<file path="config.mk">
export PLATFORM = sky130hd
export DESIGN_NAME = regfile_scoreboard
export DESIGN_NICKNAME = d
export VERILOG_FILES = /design/src/rtl/regfile_scoreboard.sv
export SDC_FILE = /design/constraint.sdc
export NUM_CORES = 1
export LEC_CHECK = 0
export ABC_AREA = 1
export ABC_CLOCK_PERIOD_IN_PS = 2250
export BUFFER_PORTS_ARGS = -buffer_cell sky130_fd_sc_hd__buf_2
export CAP_MARGIN = 30
export CORE_UTILIZATION = 45
export CTS_CLUSTER_SIZE = 28
export DETAILED_ROUTE_END_ITERATION = 8
export GPL_ROUTABILITY_DRIVEN = 0
export PLACE_DENSITY = 0.71
export RECOVER_POWER = 50
export SLEW_MARGIN = 15
export SYNTH_ARGS = -nofsm -noshare
export SYNTH_HDL_FRONTEND = slang
export SYNTH_SLANG_ARGS = --single-unit
export TNS_END_PERCENT = 100
</file>
<file path="constraint.sdc">
create_clock -name clk -period 2.25 [get_ports clk]
set_clock_uncertainty 0.1 [all_clocks]
set_input_delay 0.5625 -clock clk [delete_from_list [all_inputs] [get_ports clk]]
set_output_delay 0.5625 -clock clk [all_outputs]
set_load 0.005 [all_outputs]
</file>
<file path="src/rtl/regfile_scoreboard.sv">
// Register file with two registered read ports, one write port and a per-register busy scoreboard.
// Define REGFILE_BYPASS_EN to forward a same-cycle write to the read ports (data and ready).
module regfile_scoreboard #(
    parameter int                 DATA_W  = 16,
    parameter int                 ADDR_W  = 3,
    parameter logic [DATA_W-1:0]  RST_VAL = '0
) (
    input  logic                     clk,
    input  logic                     rst,
    input  logic                     rd_en,
    input  logic [ADDR_W-1:0]        rd_addr_a,
    input  logic [ADDR_W-1:0]        rd_addr_b,
    output logic [DATA_W-1:0]        rd_data_a,
    output logic [DATA_W-1:0]        rd_data_b,
    output logic                     rd_rdy_a,
    output logic                     rd_rdy_b,
    input  logic                     wr_en,
    input  logic [ADDR_W-1:0]        wr_addr,
    input  logic [DATA_W-1:0]        wr_data,
    input  logic                     rsv_en,
    input  logic [ADDR_W-1:0]        rsv_addr,
    output logic [(2**ADDR_W)-1:0]   busy,
    input  logic [ADDR_W-1:0]        dbg_addr,
    output logic [DATA_W-1:0]        dbg_data
);

    localparam int DEPTH = 2**ADDR_W;

    logic [DATA_W-1:0] mem [DEPTH];
    logic [DEPTH-1:0]  busy_q;
    logic [DEPTH-1:0]  busy_nxt;
    logic [DATA_W-1:0] src_data_a, src_data_b;
    logic              src_rdy_a, src_rdy_b;

    // Reservation is applied after the write release so a new producer wins a collision.
    always_comb begin
        busy_nxt = busy_q;
        if (wr_en) begin
            busy_nxt[wr_addr] = 1'b0;
        end
        if (rsv_en) begin
            busy_nxt[rsv_addr] = 1'b1;
        end
    end

    always_comb begin
        src_data_a = mem[rd_addr_a];
        src_data_b = mem[rd_addr_b];
        src_rdy_a  = ~busy_q[rd_addr_a];
        src_rdy_b  = ~busy_q[rd_addr_b];
`ifdef REGFILE_BYPASS_EN
        // A forwarded write still counts as pending if it is re-reserved in the same cycle.
        if (wr_en && (wr_addr == rd_addr_a)) begin
            src_data_a = wr_data;
            src_rdy_a  = ~(rsv_en && (rsv_addr == rd_addr_a));
        end
        if (wr_en && (wr_addr == rd_addr_b)) begin
            src_data_b = wr_data;
            src_rdy_b  = ~(rsv_en && (rsv_addr == rd_addr_b));
        end
`endif
    end

    always_ff @(posedge clk) begin
        if (rst) begin
            for (int unsigned i = 0; i < DEPTH; i++) begin
                mem[i] <= RST_VAL;
            end
            busy_q    <= '0;
            rd_data_a <= '0;
            rd_data_b <= '0;
            rd_rdy_a  <= 1'b0;
            rd_rdy_b  <= 1'b0;
        end else begin
            if (wr_en) begin
                mem[wr_addr] <= wr_data;
            end
            busy_q <= busy_nxt;
            if (rd_en) begin
                rd_data_a <= src_data_a;
                rd_data_b <= src_data_b;
                rd_rdy_a  <= src_rdy_a;
                rd_rdy_b  <= src_rdy_b;
            end
        end
    end

    assign busy     = busy_q;
    assign dbg_data = mem[dbg_addr];

endmodule

</file>
**After elaboration in Yosys (flattened, before gate mapping)**

Memories as Yosys holds them, arrays and structs flattened. A register that Yosys moved wholly into a read port is not among the register bits.
Index checks and enable logic that the tools add are counted.

- Bits in latches: 0
- Memory bits (read-only): 0
- Logic and storage cells: 36
- Output and inout bits: 58
- Memory bits (writable): 128
- Register bits: 10
- Input port bits: 36
- Memories: 1

- Reduce and logical (&&, ||, !) cells: 3
- Mux-type cells: 18
- Div/mod/pow operators: 0
- Shifts and indexed selects: 0
- Multiply operators: 0
- Eq/ne operators: 0
- Add/sub/neg operators: 0
- Bitwise operators: 5
- Order comparisons: 6

Memory list:

| name | depth | bits a word | read ports | clocked after Yosys merged registers in | wr ports | line | RTL |
|---|---|---|---|---|---|---|---|
| mem | 8 | 16 | 3 | 2 | 8 | 29 | `logic [DATA_W-1:0] mem [DEPTH];` |

Operators by type and width:

| kind | number |
|---|---|
| $lt 3x4->1 const B | 4 |
| $mux 16 | 1 |
| $mux 8 | 2 |
| $reduce_or 16->1 | 1 |
| $mux 1 | 10 |
| $and 8x8->8 | 1 |
| $not 8->8 | 1 |
| $or 8x8->8 | 1 |
| $bmux 1 s3 | 2 |
| $demux 1 s3 | 2 |
| $ge 3x1->1 const B | 2 |
| $mux 3 | 1 |
| $logic_and 1x1->1 | 2 |
| $not 1->1 | 2 |

**Depth between registers and ports, before layout**

- Depth in word-level cells: 9
- Gate-level depth with buffers: 9
- Depth with buffers taken out: 6

**Worst setup path after synthesis**

No wires, ideal clock.

- Path kind: input port to flip-flop
- From: input port wr_addr[0]
- To: memory mem[0][0], enable pin
- Data arrival time: 1.591 ns
- Stages on the path: 5
- Setup time: 0.372 ns
- Data required time: 1.778 ns
- Buffers on the path: 2
- Slack: 0.188 ns
- Cells stage by stage: buf_2 inv_1 nand3_2 buf_2 nand2_1

RTL lines:

| item | line | RTL |
|---|---|---|
| start: declaration | 18 | `input logic [ADDR_W-1:0] wr_addr,` |
| end: declaration | 29 |  |

**Final worst setup path**

- From: input port dbg_addr[0]
- To: output port dbg_data[14]

- Word-level cells in the longest chain between the ends: 1

Ends and longest elaborated chain:

| item | line | RTL |
|---|---|---|
| start: declaration | 23 | `input logic [ADDR_W-1:0] dbg_addr,` |
| $mem_v2 8x16 | - |  |
| end: declaration | 24 | `output logic [DATA_W-1:0] dbg_data` |

Every way passes these cells.

==> metrics.log <==
[metrics] run status: finished, violations left
[metrics] violated checks: DRC
[metrics] initial core utilization: 0.457
[metrics] Initial DRT Pass Iterations: 9
[metrics] Worst Reg-to-Reg Cells: 6
[metrics] number of rows created at floorplan: 54
[metrics] kind of start point of the critical path: input pin
[metrics] overall overflow remaining after global route: 0
[metrics] Num Clock Sinks: 170
[metrics] Non-Filler Cell Area, Final: 11300 sq um
[metrics] data required time of the critical path: 1.59 ns
[metrics] wire length of the first global-routing pass: 47800 microns
[metrics] half-perimeter wire length after detailed placement: 21600 microns
[metrics] fraction of layout cells with a size suffix above 1: 0.134
[metrics] hold path startpoint: rsv_en
[metrics] growth of design area from synthesis to finish: 14.1%
[metrics] Seq cells post-synth: 170
[metrics] initial antenna violation count: 0
[metrics] detailed-routed wire length on met3: 4290 microns
[metrics] net count after synthesis: 1386
[metrics] maximum fanout along the worst path: 20
[metrics] via count: 9776
[metrics] EDFF count, synth: 128
[metrics] post-synthesis instance total: 1350
[metrics] Final Critical Period: 2.22 ns
[metrics] worst min path class: in -> reg
[metrics] Min-Delay Path Depth: 3
[metrics] post-synthesis instance area: 9940 sq um
[metrics] Die Span X: 151 microns
[metrics] H-Tree Depth: 4
[metrics] combined flip-flop and latch cell area: 4680 sq um
[metrics] DRT met1 WL: 13600 microns
[metrics] number of nets in the final layout: 1450
[metrics] maximum number of pins on one net before global-route repair: 69
[metrics] master cell of the clock root buffer: clkbuf_16
[metrics] number of max-slew violations in the final report: 0
[metrics] sequential share of the synthesized area: 0.471
[metrics] routed length on met2: 13400 microns
[metrics] critical path endpoint category: primary output
[metrics] internal reg-to-reg setup slack: 1.05 ns
[metrics] hold-critical path endpoint: busy[0]
[metrics] worst-case headroom to the max-slew limit: 0.409
[metrics] most frequent standard cell in the layout excluding fill and tap cells: nand2_1
[metrics] worst endpoint data arrival time: 1.56 ns
[metrics] clock tree from TritonCTS: done
[metrics] routed wire length: 31900 microns
[metrics] average cell area after synthesis: 7.36 sq um
[metrics] post-CTS clock slew at the launch and capture registers of the worst setup and hold paths: 0.07 ns
[metrics] IO Port Bufs: 93
[metrics] Tot GR Track Use: 0.282
[metrics] Finished Core Util: 0.521
[metrics] most used cells in the layout excluding fill and tap cells: nand2_1 (332), nand3_1 (232), inv_1 (140)
[metrics] clock latency of the later-clocked register in the worst-skew pair: 0.45 ns
[metrics] Max-Cap Viols: 0
[metrics] per-cell via count in the routed design: 5.73
[metrics] total power density per cell area: 702 nW/um^2
[metrics] static leakage: 5.25 nW
[metrics] share of flip-flops with an asynchronous set or reset: 0
[metrics] number of top-level pins: 94
[metrics] routed length per placed instance: 18.7 microns
[metrics] antenna fix cells: 0
[metrics] number of distinct library cells after synthesis: 20
[metrics] number of buffers inserted during clock tree synthesis: 17
[metrics] warning count from the yosys run: 0
[metrics] Final ANT Viol Nets: 0
[metrics] DRC marker count from the first detailed-route iteration: 1809
[metrics] maximum vdd drop: 463 uV
[metrics] Die ar.: 22700 sq um
[metrics] number of inserted filler cells in the final layout: 2018
[metrics] highest achievable clock rate: 450 MHz
[metrics] reg2reg start: mem[2][0]
[metrics] post-route DRC violation count: 2
[metrics] kind of critical path: in -> out
[metrics] vias in the first global route: 8380
[metrics] deepest clock path buffer count: 2
[metrics] Hold Violations, Final: 0
[metrics] multi-input logic area: 4130 sq um
[metrics] number of setup buffers added after CTS: 0
[metrics] dpl cell area: 10800 sq um
[metrics] Least-Margin Pin Slew: 0.884 ns
[metrics] post-route clock period utilization: 0.987
[metrics] dominant register cell in the synthesized netlist: edfxtp_1
[metrics] uppermost layer routed: met4
[metrics] vertical extent of the die: 151 microns
[metrics] total setup violations reported at the end of the flow: 0
[metrics] overall power of the completed layout: 7.96 mW
[metrics] placeable core region: 21800 sq um
[metrics] worst r2r dst: rd_data_a[0]
==> metrics by stage <==
stage | hold WS, ns | cells | worst slack (ns) | TNS [ns]
2_1_floorplan | 0.407 | 1350 | 0.188 | 0
3_3_place_gp | 0.399 | 1673 | 0.0564 | 0
3_5_place_dp | 0.405 | 1673 | 0.0352 | 0
4_1_cts | 0.334 | 1704 | 0.00726 | 0
5_1_grt | 0.366 | 1706 | -0.00371 | -0.00551
6_report | 0.334 | 1706 | 0.0294 | 0
==> worst max-delay path by stage <==
stage	slack, ns	endpoint	start	cells past startpoint
3_3_place_gp	0.06	dbg_data[7]	dbg_addr[1]	8
2_1_floorplan	0.19	mem[0][0]	wr_addr[0]	5
3_5_place_dp	0.04	dbg_data[6]	dbg_addr[1]	8
5_1_grt	-0.004	dbg_data[15]	dbg_addr[0]	8
4_1_cts	0.007	dbg_data[14]	dbg_addr[0]	7
6_report	0.03	dbg_data[14]	dbg_addr[0]	8
==> worst max-delay path, cell delays in order <==
cell	delay [ns]
buf_6	0.12
inv_4	0.12
buf_12	0.17
a21oi_1	0.07
o21ai_1	0.11
nand3_1	0.11
o21a_1	0.15
buf_2	0.13
==> routing by layer <==
| metal | track usage | vias to the layer above |
|---|---|---|
| met3 | 0.0597 | 64 |
| li1 | - | 4543 |
| met2 | 0.395 | 769 |
| met5 | 0 | - |
| met4 | 0.0695 | 0 |
| met1 | 0.435 | 4400 |
==> cells by family after synthesis <==
| group | count (synthesis) | share of synthesized area |
|---|---|---|
| simple gates | 705 | 0.302 |
| buf+inv | 255 | 0.112 |
| flops | 170 | 0.471 |
| compound gates | 220 | 0.115 |
==> power by group <==
group          internal (mW)  leakage, nW  switching, mW
sequential              3.58         1.57          0.114
combinational          0.439         3.40          0.880
clock                   1.65        0.285           1.31
==> what timing repair did <==
item / 4_1_cts / 5_1_grt
hold buffers: 0 / 0
gates resized for setup: 0 / 26
setup endpoints to repair: 0 / 13
==> flip-flops by register name (all words and copies together), names as in the netlist <==
| name | cells |
|---|---|
| busy | 8 |
| rd_data_a | 16 |
| mem | 128 |
| rd_rdy_b | 1 |
| rd_data_b | 16 |
| rd_rdy_a | 1 |
==> Yosys cell counts (8+ instances only) <==
| cell | number | area, sq um |
|---|---|---|
| a21oi_1 | 98 | 490 |
| buf_2 | 45 | 225 |
| buf_6 | 10 | 113 |
| clkbuf_1 | 28 | 105 |
| dfxtp_1 | 42 | 841 |
| edfxtp_1 | 128 | 3840 |
| inv_1 | 154 | 578 |
| nand2_1 | 332 | 1250 |
| nand3_1 | 232 | 1160 |
| nand3_2 | 8 | 80.1 |
| nor2_1 | 131 | 492 |
| o21a_1 | 16 | 120 |
| o21ai_0 | 103 | 515 |
==> area by class of cell <==
cell class              count  area share
clock buffers              18      0.0379
clock inverters            13      0.0126
inverters                 161      0.0535
multi-input cells         925       0.365
flip-flops and latches    170       0.413
well taps                 280      0.0309
repair buffers            139      0.0871
No activity file was read; power rests on OpenSTA's default activity.
